File: src/rtl/lock_if.sv
// Keypad, comparator and actuator signals of the three-digit lock controller.
interface lock_if;
    logic        key_valid;
    logic [3:0]  key_digit;
    logic        key_clear;
    logic        prog_req;
    logic [11:0] cmp_a;
    logic [11:0] cmp_b;
    logic        cmp_eq;
    logic        unlocked;
    logic        alarm;
    logic        prog_mode;
    logic        fail;
    logic [1:0]  digit_cnt;

    modport master (
        output key_valid, key_digit, key_clear, prog_req, cmp_eq,
        input  cmp_a, cmp_b, unlocked, alarm, prog_mode, fail, digit_cnt
    );

    modport slave (
        input  key_valid, key_digit, key_clear, prog_req, cmp_eq,
        output cmp_a, cmp_b, unlocked, alarm, prog_mode, fail, digit_cnt
    );
endinterface

File: src/rtl/lock_controller.sv
// Three-digit lock sequencer: digit collection, compare, unlock/lockout timing
// and reprogramming of the stored code.
module lock_controller #(
    parameter int          MAX_TRIES      = 3,
    parameter int          UNLOCK_CYCLES  = 500,
    parameter int          LOCKOUT_CYCLES = 1000,
    parameter logic [11:0] DEFAULT_CODE   = 12'h123
) (
    input  logic   clk,
    input  logic   rst_n,
    lock_if.slave  bus
);
    localparam int TMAX = (UNLOCK_CYCLES > LOCKOUT_CYCLES) ? UNLOCK_CYCLES : LOCKOUT_CYCLES;
    localparam int TW   = $clog2(TMAX + 1);

    typedef enum logic [2:0] {IDLE, CHECK, OPEN, PROG, LOCKOUT} state_t;

    state_t      state_q, state_d;
    logic [11:0] entry_q, entry_d;
    logic [11:0] code_q, code_d;
    logic [3:0]  tries_q, tries_d;
    logic [TW-1:0] timer_q, timer_d;
    logic [1:0]  cnt_q, cnt_d;
    logic        unlocked_q, unlocked_d;
    logic        alarm_q, alarm_d;
    logic        prog_mode_q, prog_mode_d;
    logic        fail_q, fail_d;
    logic        digit_ok;

    assign digit_ok = bus.key_valid && (bus.key_digit <= 4'd9);

    always_comb begin
        state_d = state_q;
        entry_d = entry_q;
        code_d  = code_q;
        tries_d = tries_q;
        timer_d = timer_q;
        cnt_d   = cnt_q;
        fail_d  = 1'b0;
        case (state_q)
            IDLE, PROG: begin
                if (bus.key_clear) begin
                    entry_d = '0;
                    cnt_d   = '0;
                    state_d = IDLE;
                end else if (digit_ok) begin
                    if (cnt_q == 2'd2) begin
                        // Count wraps to 0 here so it never reads 3.
                        cnt_d = '0;
                        if (state_q == IDLE) begin
                            entry_d = {entry_q[7:0], bus.key_digit};
                            state_d = CHECK;
                        end else begin
                            code_d  = {entry_q[7:0], bus.key_digit};
                            entry_d = '0;
                            state_d = IDLE;
                        end
                    end else begin
                        entry_d = {entry_q[7:0], bus.key_digit};
                        cnt_d   = cnt_q + 2'd1;
                    end
                end
            end
            CHECK: begin
                entry_d = '0;
                cnt_d   = '0;
                if (bus.cmp_eq) begin
                    tries_d = '0;
                    timer_d = TW'(UNLOCK_CYCLES);
                    state_d = OPEN;
                end else begin
                    fail_d = 1'b1;
                    if ((tries_q + 4'd1) == 4'(MAX_TRIES)) begin
                        tries_d = '0;
                        timer_d = TW'(LOCKOUT_CYCLES);
                        state_d = LOCKOUT;
                    end else begin
                        tries_d = tries_q + 4'd1;
                        state_d = IDLE;
                    end
                end
            end
            OPEN: begin
                if (bus.prog_req)
                    state_d = PROG;
                else if (timer_q == TW'(1))
                    state_d = IDLE;
                else
                    timer_d = timer_q - TW'(1);
            end
            LOCKOUT: begin
                if (timer_q == TW'(1))
                    state_d = IDLE;
                else
                    timer_d = timer_q - TW'(1);
            end
            default: state_d = IDLE;
        endcase
        unlocked_d  = (state_d == OPEN);
        alarm_d     = (state_d == LOCKOUT);
        prog_mode_d = (state_d == PROG);
    end

    always_ff @(posedge clk or negedge rst_n) begin
        if (!rst_n) begin
            state_q     <= IDLE;
            entry_q     <= '0;
            code_q      <= DEFAULT_CODE;
            tries_q     <= '0;
            timer_q     <= '0;
            cnt_q       <= '0;
            unlocked_q  <= 1'b0;
            alarm_q     <= 1'b0;
            prog_mode_q <= 1'b0;
            fail_q      <= 1'b0;
        end else begin
            state_q     <= state_d;
            entry_q     <= entry_d;
            code_q      <= code_d;
            tries_q     <= tries_d;
            timer_q     <= timer_d;
            cnt_q       <= cnt_d;
            unlocked_q  <= unlocked_d;
            alarm_q     <= alarm_d;
            prog_mode_q <= prog_mode_d;
            fail_q      <= fail_d;
        end
    end

    assign bus.cmp_a     = entry_q;
    assign bus.cmp_b     = code_q;
    assign bus.unlocked  = unlocked_q;
    assign bus.alarm     = alarm_q;
    assign bus.prog_mode = prog_mode_q;
    assign bus.fail      = fail_q;
    assign bus.digit_cnt = cnt_q;
endmodule

File: src/flat_wrapper.sv
// flat-port wrapper written by rule: the top's interface ports become plain ports
module lock_controller_flat 
#(
    parameter int          MAX_TRIES      = 3,
    parameter int          UNLOCK_CYCLES  = 500,
    parameter int          LOCKOUT_CYCLES = 1000,
    parameter logic [11:0] DEFAULT_CODE   = 12'h123
)
  (clk, rst_n, bus_key_valid, bus_key_digit, bus_key_clear, bus_prog_req, bus_cmp_eq, bus_cmp_a, bus_cmp_b, bus_unlocked, bus_alarm, bus_prog_mode, bus_fail, bus_digit_cnt);
  lock_if bus_i ();
  input  logic clk;
  input  logic rst_n;
  input wire logic [$bits(bus_i.key_valid)-1:0] bus_key_valid;
  input wire logic [$bits(bus_i.key_digit)-1:0] bus_key_digit;
  input wire logic [$bits(bus_i.key_clear)-1:0] bus_key_clear;
  input wire logic [$bits(bus_i.prog_req)-1:0] bus_prog_req;
  input wire logic [$bits(bus_i.cmp_eq)-1:0] bus_cmp_eq;
  output wire logic [$bits(bus_i.cmp_a)-1:0] bus_cmp_a;
  output wire logic [$bits(bus_i.cmp_b)-1:0] bus_cmp_b;
  output wire logic [$bits(bus_i.unlocked)-1:0] bus_unlocked;
  output wire logic [$bits(bus_i.alarm)-1:0] bus_alarm;
  output wire logic [$bits(bus_i.prog_mode)-1:0] bus_prog_mode;
  output wire logic [$bits(bus_i.fail)-1:0] bus_fail;
  output wire logic [$bits(bus_i.digit_cnt)-1:0] bus_digit_cnt;
  assign bus_i.key_valid = bus_key_valid;
  assign bus_i.key_digit = bus_key_digit;
  assign bus_i.key_clear = bus_key_clear;
  assign bus_i.prog_req = bus_prog_req;
  assign bus_i.cmp_eq = bus_cmp_eq;
  assign bus_cmp_a = bus_i.cmp_a;
  assign bus_cmp_b = bus_i.cmp_b;
  assign bus_unlocked = bus_i.unlocked;
  assign bus_alarm = bus_i.alarm;
  assign bus_prog_mode = bus_i.prog_mode;
  assign bus_fail = bus_i.fail;
  assign bus_digit_cnt = bus_i.digit_cnt;
  lock_controller #(.MAX_TRIES(MAX_TRIES), .UNLOCK_CYCLES(UNLOCK_CYCLES), .LOCKOUT_CYCLES(LOCKOUT_CYCLES), .DEFAULT_CODE(DEFAULT_CODE)) u_core (.clk(clk), .rst_n(rst_n), .bus(bus_i));
endmodule
File: config.mk
export PLATFORM = sky130hd
export DESIGN_NAME = lock_controller_flat
export DESIGN_NICKNAME = d
export VERILOG_FILES = /design/src/rtl/lock_if.sv /design/src/rtl/lock_controller.sv /design/src/flat_wrapper.sv
export SDC_FILE = /design/constraint.sdc
export NUM_CORES = 1
export LEC_CHECK = 0
export ABC_AREA = 1
export CORE_ASPECT_RATIO = 1.1
export CORE_MARGIN = 10
export CORE_UTILIZATION = 35
export DETAILED_ROUTE_END_ITERATION = 8
export HOLD_SLACK_MARGIN = 0.08
export MAX_ROUTING_LAYER = met4
export PLACE_DENSITY_LB_ADDON = 0.15
export SETUP_SLACK_MARGIN = 0.5
export SLEW_MARGIN = 15
export SYNTH_ARGS = -nofsm -noshare
export SYNTH_HDL_FRONTEND = slang
export SYNTH_SLANG_ARGS = --single-unit
File: constraint.sdc
create_clock -name clk -period 2.9 [get_ports clk]
set_clock_uncertainty 0.2 [all_clocks]
set_input_delay 0.58 -clock clk [delete_from_list [all_inputs] [get_ports clk]]
set_output_delay 0.58 -clock clk [all_outputs]
set_load 0.05 [all_outputs]
==> key figures, run 1 <==
Status
  • Status: completed

Floorplan
  • Row cnt: 31
  • Starting density of the core: 35.87%
  • Core Footprint: between 6000 and 7000 um^2
  • Die extent in y: about 110 um
  • I/O pin count: 40
  • Die Area: roughly 10000 um^2
  • Die Wd: between 90 and 100 um

Route
  • DRC violations left: 0
  • Iteration-0 DRC Markers: 75
  • DR WL/cell: 12.53 um
  • Drt first pass iters: 4
  • Total Wirelength: around 5.3 mm
  • Avg Vias per Cell: 4.694
  • ANT nets after route: 0
  • Via count: 1995

Global route
  • Initial antenna violation count: 0
  • Vias in the first global route: 1995
  • First-pass GRT wire length: approximately 9.3 mm
  • Gr usage total: between 10 and 15%
  • Largest net degree at the start of global routing: 32
  • GRT Residual Overflow: 0

Critical path
  • Slowest library cell on the worst path: clkdlybuf4s50_1
  • CP bufs+invs: 1
  • Reg2Reg Depth: 7
  • FF-to-FF Start: u_core.tries_q[0]
  • Critical path depth: 1
  • Setup crit end: bus_cmp_a[4]
  • Worst setup SP type: flip-flop
  • Critical path class: reg2out
  • Reg-to-reg endpoint: u_core.timer_q[9]
  • Crit end category: output pin
  • Crit path DAT: around 1500 ps
  • Crit path cell chain: clkdlybuf4s50_1
  • Worst setup startpoint: u_core.bus.cmp_a[4]
  • Crit path max fanout: 3
  • Slowest stage delay, CP: between 800 and 900 ps
  • Setup slack, reg-to-reg: 1000 ps
  • Top delay family on crit path: buffers and inverters
  • Worst path required time: roughly 2100 ps

Layout
  • Most frequent cells in the layout: 100 x nand2_1, 43 x dfrtp_1, 34 x clkdlybuf4s50_1
  • Most common cell after layout, fill and taps aside: nand2_1
  • Fillers: around 700
  • Nets: between 300 and 400
  • Area grow syn2layout: 23.74%
  • Antenna diodes: 0
  • Layout cells sized above 1: 9.621%

Clock network
  • Post-CTS setup repair buffer count: 0
  • CTS tree: yes
  • Latest clock arrival within the worst-skew pair: 300 ps
  • Clk pin slew, worst setup/hold paths: 100 ps
  • Clock sinks: 47
  • H-Tree Level Count: 2
  • CTS Buffer Depth: 2
  • Root Buffer: clkbuf_8
  • Cts bufs inserted: 5

Power
  • Leak Pwr: 1.419 nW
  • PwrDens: 1120 nW/um^2
  • Max IR drop VDD: between 400 and 500 uV
  • Total Power: between 3 and 4 mW

Yosys
  • Yosys warns: 0
  • Post-synth cell types: 27
  • Adder-Cell Fraction of Synth Area: approximately 2.1%
  • Largest family of logic cells by synthesized area: simple AND/OR/NAND/NOR gates
  • Cell count after synthesis: 298
  • Syn_nets: approximately 310
  • Simple-Gate Fraction of Synth Area: 30.39%
  • #FFs+latches synth: 47
  • Sequential area share after synthesis: between 50% and 60%
  • Average size of a mapped cell: between 7 and 8 um^2
  • Synth Area in XOR/XNOR: less than 1%
  • Post-synthesis mux area share: 0%
  • Mapped Area: about 2400 um^2
  • Compound-Gate Fraction of Synth Area: 8.728%

Placement
  • Post-DP HPWL: between 4 and 5 mm
  • IO buf count: 39
  • Placement Setup Slack: roughly 460 ps
  • Gpl congestion: 0.8430

Timing
  • Fin. max-slew vios: 0
  • Crit share post-route: ~80%
  • Final min period: between 2000 and 2500 ps
  • Setup violators final: 0
  • Setup TNS: 0 ps
  • Hold Slack: 99.63 ps
  • Worst-margin pin slew: roughly 670 ps
  • Slew Limit Headroom: 55.14%
  • RSZ-0062 raised after global routing: no
  • Setup WS post-layout: around 580 ps
  • Fmax: roughly 430 MHz
  • Final Hold Vio Count: 0

Flow run
  • Total of max-cap violations: 0

Worst hold path
  • Worst min path class: in2async
## power breakdown
| group | leakage, nW | internal (mW) | switching (mW) |
|---|---|---|---|
| Combinational | 0.772 | 0.551 | 1.20 |
| Clock | 0.0408 | 0.173 | 0.231 |
| Sequential | 0.606 | 0.903 | 0.200 |
## worst min-delay path by stage
stage | endpoint | start | cells past startpoint
CTS | u_core.bus.cmp_a[6] | rst_n | 1
finish | u_core.bus.cmp_a[6] | rst_n | 1
global placement | u_core.bus.cmp_b[0] | u_core.bus.cmp_b[0] | 2
global route | u_core.bus.cmp_a[6] | rst_n | 1
floorplan | u_core.bus.alarm | rst_n | 0
detailed placement | u_core.bus.cmp_b[1] | u_core.bus.cmp_b[1] | 2
## logic make-up after synthesis
kind of cell               Yosys count
and+or+nand+nor                    164
buffers and inverters               43
AOI/OAI and AO/OA                   38
xor gates and xnor gates             2
DFF                                 47
adders and majority gates            4
## cells in the mapped netlist
| library cell | n | share of area (%) |
|---|---|---|
| xnor2_1 | 2 | 0.75 |
| o21bai_1 | 1 | 0.32 |
| buf_2 | 2 | 0.43 |
| nand3_1 | 26 | 5.5 |
| nand3b_1 | 1 | 0.32 |
| a211oi_2 | 1 | 0.53 |
| nor2_1 | 21 | 3.4 |
| nor3_1 | 2 | 0.43 |
| nand2_1 | 100 | 16 |
| dfstp_2 | 4 | 4.5 |
| dfrtp_1 | 43 | 46 |
| o21ai_0 | 9 | 1.9 |
| inv_2 | 4 | 0.64 |
| clkinv_1 | 1 | 0.16 |
| buf_6 | 2 | 0.96 |
| o22ai_1 | 1 | 0.27 |
| a21oi_1 | 5 | 1.1 |
| inv_1 | 33 | 5.3 |
| nand4_1 | 3 | 0.80 |
| buf_4 | 1 | 0.32 |
| nand3_2 | 4 | 1.7 |
| nor2_2 | 2 | 0.53 |
| nor2_4 | 2 | 0.96 |
| a21oi_2 | 1 | 0.37 |
| ha_1 | 4 | 2.1 |
| o21ai_1 | 20 | 4.3 |
| nand2_2 | 3 | 0.80 |
## sequential cells by signal, indices dropped and copies added (netlist names)
name and count:
u_core.timer_q 10, u_core.bus.alarm 1, u_core.tries_q 4, u_core.bus.fail 1, u_core.bus.cmp_b 12, u_core.state_q 3, u_core.bus.prog_mode 1, u_core.bus.digit_cnt 2
u_core.bus.unlocked 1, u_core.bus.cmp_a 12
## metal layers
| layer | vias to the layer above | global-route usage (%) | part of all wire [%] |
|---|---|---|---|
| met4 | 0 | 3.689 | 1.4 |
| met2 | 34 | 18.11 | 48 |
| met5 | - | - | 0 |
| met3 | 5 | 3.044 | 4.8 |
| li1 | 1025 | - | - |
| met1 | 931 | 12.30 | 46 |
## cell type report
type                    count  area [um^2]  area share (%)
flip-flops and latches     47         1181           40.60
multi-input cells         208        987.2           33.94
repair buffers             42        402.9           13.85
inverters                  38        142.6           4.903
well taps                  82        102.6           3.527
clock buffers               5        68.82           2.366
clock inverters             3        23.77          0.8172
## stage by stage
stage | cells | utilization [%] | cell area, um^2
2_1_floorplan | 298 | - | 2351
3_3_place_gp | 417 | 43.04 | 2821
3_5_place_dp | 417 | 43.04 | 2821
4_1_cts | 425 | 44.38 | 2909
5_1_grt | 425 | 44.38 | 2909
6_report | 425 | 44.38 | 2909
## what timing repair did
item                                    4_1_cts  5_1_grt
hold buffers                                  0        0
resized for setup                             4        0
endpoints found under the setup margin        4        0
hold endpoints to repair                      0        0
Power figures use the tool's default switching activity.
==> inputs of run 2 (changes only) <==
==> constraint.sdc (replaced) <==
create_clock -name clk -period 2.1 [get_ports clk]
set_clock_uncertainty 0.2 [all_clocks]
set_input_delay 0.42 -clock clk [delete_from_list [all_inputs] [get_ports clk]]
set_output_delay 0.42 -clock clk [all_outputs]
set_load 0.05 [all_outputs]
==> key figures, run 2 (synthesis results as in run 1) <==
Status
  • Status: completed (unchanged)

Timing
  • Fin. max-slew vios: 0 (unchanged)
  • Setup WS post-layout: 441.4 ps (was 576.5 ps)
  • Worst-margin pin slew: 442.2 ps (was 672.9 ps)
  • RSZ-0062 raised after global routing: yes (was no)
  • Setup TNS: 0 ps (unchanged)
  • Slew Limit Headroom: 70.52% (was 55.14%)
  • Crit share post-route: roughly four fifths
  • Final Hold Vio Count: 0 (unchanged)
  • Final min period: 1659 ps
  • Setup violators final: 0 (unchanged)
  • Fmax: 602.9 MHz

Clock network
  • Clk pin slew, worst setup/hold paths: 90 ps (was 100 ps)
  • Root Buffer: clkbuf_8 (unchanged)
  • CTS tree: yes (unchanged)
  • Cts bufs inserted: 5 (unchanged)
  • Clock sinks: 47 (unchanged)
  • CTS Buffer Depth: 2 (unchanged)
  • Latest clock arrival within the worst-skew pair: 300 ps (about the same)
  • H-Tree Level Count: 2 (unchanged)

Layout
  • Layout cells sized above 1: 40.11% (was 9.621%)
  • Most frequent cells in the layout: 86 x nand2_1, 47 x buf_4, 37 x dfrtp_1 (was 100 x nand2_1, 43 x dfrtp_1, 34 x clkdlybuf4s50_1)
  • Most common cell after layout, fill and taps aside: nand2_1 (unchanged)
  • Fin area: 3531 um^2 (was 2909 um^2)
  • Nets: 387 (was 356)
  • Area grow syn2layout: 50.19% (was 23.74%)
  • Fillers: 609 (was 699)
  • Antenna diodes: 0 (unchanged)

Placement
  • Placement Setup Slack: 14.86 ps (was 463.4 ps)
  • Dpl cell area: 2840 um^2 (was 2821 um^2)
  • Post-DP HPWL: 4.132 mm (was 4.036 mm)
  • IO buf count: 39 (unchanged)
  • Gpl congestion: 0.7964 (was 0.8430)

Critical path
  • Critical path class: reg2reg (was reg2out)
  • Slowest stage delay, CP: 430 ps (was 830 ps)
  • Slowest library cell on the worst path: dfrtp_1 (was clkdlybuf4s50_1)
  • Crit end category: flip-flop (was output pin)
  • Crit path max fanout: 5 (was 3)
  • Worst setup SP type: flip-flop (unchanged)
  • Worst path required time: 2090 ps (was 2120 ps)
  • Crit path DAT: 1650 ps (was 1540 ps)
  • Setup slack, reg-to-reg: 440 ps (was 1000 ps)
  • Crit path cell chain: ha_4 -> xnor2_4 -> buf_6 -> nand3_4 -> nand2_4 -> nand3_4 -> nand2_1 -> nand2_1 (was clkdlybuf4s50_1)

Global route
  • GRT Residual Overflow: 0 (unchanged)
  • Largest net degree at the start of global routing: 31 (was 32)
  • Vias in the first global route: 2098 (was 1995)
  • Gr usage total: 11.94% (was 10.86%)
  • Initial antenna violation count: 0 (unchanged)
  • First-pass GRT wire length: 10.19 mm (was 9.287 mm)

Floorplan
  • Starting density of the core: 35.87% (unchanged)
  • I/O pin count: 40 (unchanged)
  • Row cnt: 31 (unchanged)
  • Die Wd: 98.15 um (unchanged)
  • Core Footprint: 6555 um^2 (unchanged)
  • Die Area: 10400 um^2 (unchanged)
  • Die extent in y: 106.0 um (unchanged)

Power
  • Leak Pwr: 1.719 nW (was 1.419 nW)
  • Max IR drop VDD: 757.9 uV (was 442.7 uV)
  • PwrDens: 1578 nW/um^2 (was 1120 nW/um^2)

Route
  • Drt first pass iters: 4 (unchanged)
  • DRT met1 WL: 2.626 mm (was 2.460 mm)
  • Iteration-0 DRC Markers: 57 (was 75)
  • Met3 WL: 243 um (was 258 um)
  • Total Wirelength: 6.238 mm (was 5.327 mm)
  • ANT nets after route: 0 (unchanged)
  • DR WL/cell: 13.68 um (was 12.53 um)
  • Highest routed layer: met4 (unchanged)
  • Avg Vias per Cell: 4.787 (was 4.694)
  • DR WL met2: 3.288 mm (was 2.531 mm)
  • Via count: 2183 (was 1995)
  • DRC violations left: 0 (unchanged)

Flow run
  • Total of max-cap violations: 0 (unchanged)

Worst hold path
  • Worst min path class: reg2reg (was in2async)
[run 2: report_power, final]
group / leakage, nW / switching [mW] / internal (mW)
registers: 0.597 / 0.330 / 1.26
clock network: 0.0654 / 0.301 / 0.476
logic: 1.06 / 2.02 / 1.19
[run 2: timing repair]
action	in CTS	in global routing
pin swaps	8	16
gates resized for setup	42	60
setup buffers	5	13
setup endpoints to repair	44	47
hold buffers	1	0
cloned	3	1
endpoints found under the hold margin	17	0
[run 2: worst paths after layout]
kind | endpoint | startpoint | cells past startpoint
hold reg to reg | u_core.bus.cmp_b[0] | u_core.bus.cmp_b[0] | 2
setup reg to reg | u_core.timer_q[2] | u_core.tries_q[0] | 8
setup / recovery | u_core.timer_q[2] | u_core.tries_q[0] | 8
hold / removal | u_core.bus.cmp_b[0] | u_core.bus.cmp_b[0] | 2
min in group asynchronous | u_core.bus.cmp_a[10] | rst_n | 2
max in group asynchronous | u_core.bus.cmp_b[8] | rst_n | 3
[run 2: area by class of cell]
class	instances	area, um^2	area share, %
clock buffer	6	72.57	2.055
clock inverter	2	60.06	1.701
tap	82	102.6	2.906
multi-input combinational	211	1323	37.46
sequential	47	1189	33.66
timing repair buffer	70	636.9	18.04
inverter	38	147.6	4.181
[run 2: routing by layer]
metal	global-route usage [%]	vias to the layer above
met5	-	-
met2	20.71	42
li1	-	1103
met3	2.720	8
met1	13.49	1030
met4	3.381	0
[run 2: per-stage QoR]
stage | cells | hold slack, ps | utilization (%) | power [mW]
after floorplan | 298 | -75.59 | - | 3.321
after detailed placement | 425 | 191.2 | 43.33 | 4.035
final | 456 | 281.8 | 53.87 | 5.573
after global routing | 456 | 311.8 | 53.87 | 6.008
after CTS | 442 | 285.8 | 48.96 | 5.178
after global placement | 425 | 188.9 | 43.33 | 4.011
[run 2: critical path, delay by kind of cell, from the launching register on]
kind,cells,cell delay [ps]
XOR/XNOR,1,160
adder cells (fa/ha/maj),1,190
buffers and inverters,1,120
flip-flops,1,430
AND/OR/NAND/NOR,5,450
==> inputs of run 3 (changes only) <==
==> constraint.sdc (replaced) <==
create_clock -name clk -period 1.7 [get_ports clk]
set_clock_uncertainty 0.2 [all_clocks]
set_input_delay 0.34 -clock clk [delete_from_list [all_inputs] [get_ports clk]]
set_output_delay 0.34 -clock clk [all_outputs]
set_load 0.05 [all_outputs]
==> key figures, run 3 (synthesis results as in run 1) <==
Status
  • Status: completed (unchanged)

Critical path
  • Worst setup SP type: flip-flop (unchanged)
  • Crit path DAT: 1670 ps (was 1650 ps)
  • Crit path cell chain: buf_4 -> nand3_2 -> nand2_1 -> nand2_2 -> nand3_2 -> nand2_4 -> nand3_4 -> nand2_1 -> nand2_1 (was ha_4 -> xnor2_4 -> buf_6 -> nand3_4 -> nand2_4 -> nand3_4 -> nand2_1 -> nand2_1)
  • Crit path max fanout: 5 (unchanged)
  • Slowest stage delay, CP: 450 ps (was 430 ps)
  • Critical path depth: 9 (was 8)
  • Slowest library cell on the worst path: dfrtp_2 (was dfrtp_1)
  • Top delay family on crit path: simple AND/OR/NAND/NOR gates (unchanged)
  • Critical path class: reg2reg (unchanged)
  • Reg2Reg Depth: 9 (was 8)
  • CP bufs+invs: 1 (unchanged)
  • Top cell by count, worst path: nand2_1
  • Worst path required time: 1690 ps (was 2090 ps)
  • Crit end category: flip-flop (unchanged)

Timing
  • Setup TNS: 0 ps (unchanged)
  • Final Hold Vio Count: 0 (unchanged)
  • Fin. max-slew vios: 0 (unchanged)
  • RSZ-0062 raised after global routing: yes (unchanged)
  • Crit share post-route: 98.48% (was 78.98%)
  • Hold Slack: 289.7 ps (was 281.8 ps)
  • Slew Limit Headroom: 80.77% (was 70.52%)
  • Setup violators final: 0 (unchanged)
  • Fmax: 597.3 MHz (was 602.9 MHz)
  • Worst-margin pin slew: 288.4 ps (was 442.2 ps)
  • Final min period: 1674 ps (was 1659 ps)

Route
  • Iteration-0 DRC Markers: 56 (was 57)
  • Total Wirelength: 6.996 mm (was 6.238 mm)
  • Via count: 2382 (was 2183)
  • Avg Vias per Cell: 4.812 (was 4.787)
  • ANT nets after route: 0 (unchanged)
  • Drt first pass iters: 4 (unchanged)
  • DRC violations left: 0 (unchanged)
  • DR WL/cell: 14.13 um (was 13.68 um)

Layout
  • Fin area: 4204 um^2 (was 3531 um^2)
  • Most common cell after layout, fill and taps aside: nand2_1 (unchanged)
  • Nets: 426 (was 387)
  • Antenna diodes: 0 (unchanged)
  • Layout cells sized above 1: 47.70% (was 40.11%)
  • Most frequent cells in the layout: 85 x nand2_1, 51 x buf_4, 35 x dfrtp_1 (was 86 x nand2_1, 47 x buf_4, 37 x dfrtp_1)
  • Final Core Density: 64.13% (was 53.87%)
  • Area grow syn2layout: 78.82% (was 50.19%)

Power
  • PwrDens: 1865 nW/um^2 (was 1578 nW/um^2)
  • Total Power: 7.838 mW (was 5.573 mW)
  • Leak Pwr: 1.979 nW (was 1.719 nW)
  • Max IR drop VDD: 1076 uV (was 757.9 uV)

Floorplan
  • I/O pin count: 40 (unchanged)
  • Die extent in y: 106.0 um (unchanged)
  • Core Footprint: 6555 um^2 (unchanged)
  • Starting density of the core: 35.87% (unchanged)
  • Row cnt: 31 (unchanged)
  • Die Area: 10400 um^2 (unchanged)
  • Die Wd: 98.15 um (unchanged)

Clock network
  • Root Buffer: clkbuf_8 (unchanged)
  • Clk pin slew, worst setup/hold paths: 90 ps (about the same)
  • Latest clock arrival within the worst-skew pair: 300 ps (about the same)
  • Clock sinks: 47 (unchanged)
  • CTS tree: yes (unchanged)
  • H-Tree Level Count: 2 (unchanged)
  • Cts bufs inserted: 5 (unchanged)
  • CTS Buffer Depth: 2 (unchanged)

Placement
  • Post-DP HPWL: 4.349 mm (was 4.132 mm)
  • Gpl congestion: 0.8133 (was 0.7964)
  • Dpl cell area: 3392 um^2 (was 2840 um^2)
  • IO buf count: 39 (unchanged)

Global route
  • Vias in the first global route: 2426 (was 2098)
  • Largest net degree at the start of global routing: 48 (was 31)
  • First-pass GRT wire length: 11.57 mm (was 10.19 mm)
  • GRT Residual Overflow: 0 (unchanged)
  • Gr usage total: 13.63% (was 11.94%)
  • Initial antenna violation count: 0 (unchanged)

Worst hold path
  • Worst min path class: reg2reg (unchanged)
  • Hold Path Depth: 2 (unchanged)

Flow run
  • Total of max-cap violations: 0 (unchanged)
run 3: changes by cell type in the layout (fill, tap and decap cells not counted), moves of 3 or more:
cell	delta
buf_12	+30
buf_6	+8
buf_4	+4
buf_8	-4
o21ai_0	-4
inv_2	-3
run 3: cell type report:
cell class	count	area, um^2
clock buffers	5	68.82
fillers	531	2351
clock inverters	3	20.02
flip-flops and latches	47	1191
repair buffers	108	1290
inverters	38	155.1
multi-input cells	212	1376
well taps	82	102.6
run 3: worst paths after layout:
check / slack (ps) / to / startpoint
setup / recovery: 30 / u_core.timer_q[5] / u_core.tries_q[0]
hold / removal: 290 / u_core.bus.cmp_b[0] / u_core.bus.cmp_b[0]
setup reg to reg: 30 / u_core.timer_q[5] / u_core.tries_q[0]
hold reg to reg: 290 / u_core.bus.cmp_b[0] / u_core.bus.cmp_b[0]
max in group asynchronous: 670 / u_core.bus.cmp_b[0] / rst_n
min in group asynchronous: 360 / u_core.bus.cmp_a[10] / rst_n
run 3: metrics by stage:
stage                     setup WS, ps  instances
final                            25.76        495
after global routing            -62.77        495
after CTS                        33.00        480
after detailed placement        -300.3        438
after global placement          -228.5        438
after floorplan                  138.8        298
run 3: worst reg2reg max path: stages (launching register included):
cell,delay [ps]
dfrtp_2,450
buf_4,160
nand3_2,70
nand2_1,80
nand2_2,100
nand3_2,130
nand2_4,130
nand3_4,120
nand2_1,80
nand2_1,50
run 3: where the power goes:
part | switching [mW] | internal [mW]
Combinational | 2.78 | 2.38
Clock | 0.386 | 0.287
Sequential | 0.449 | 1.56
Total | 3.62 | 4.22
run 3: layer usage:
layer	GRT usage (%)	wire length (um)
met4	4.201	97
met2	25.61	3979
met5	-	0
met1	13.79	2684
met3	2.850	235
run 3: what timing repair did:
action,in CTS,in global routing
hold buffers,1,0
cloned,4,0
setup buffers,29,15
pin swaps,18,5
hold endpoints to repair,47,0
gates resized for setup,59,32
endpoints found under the setup margin,77,77
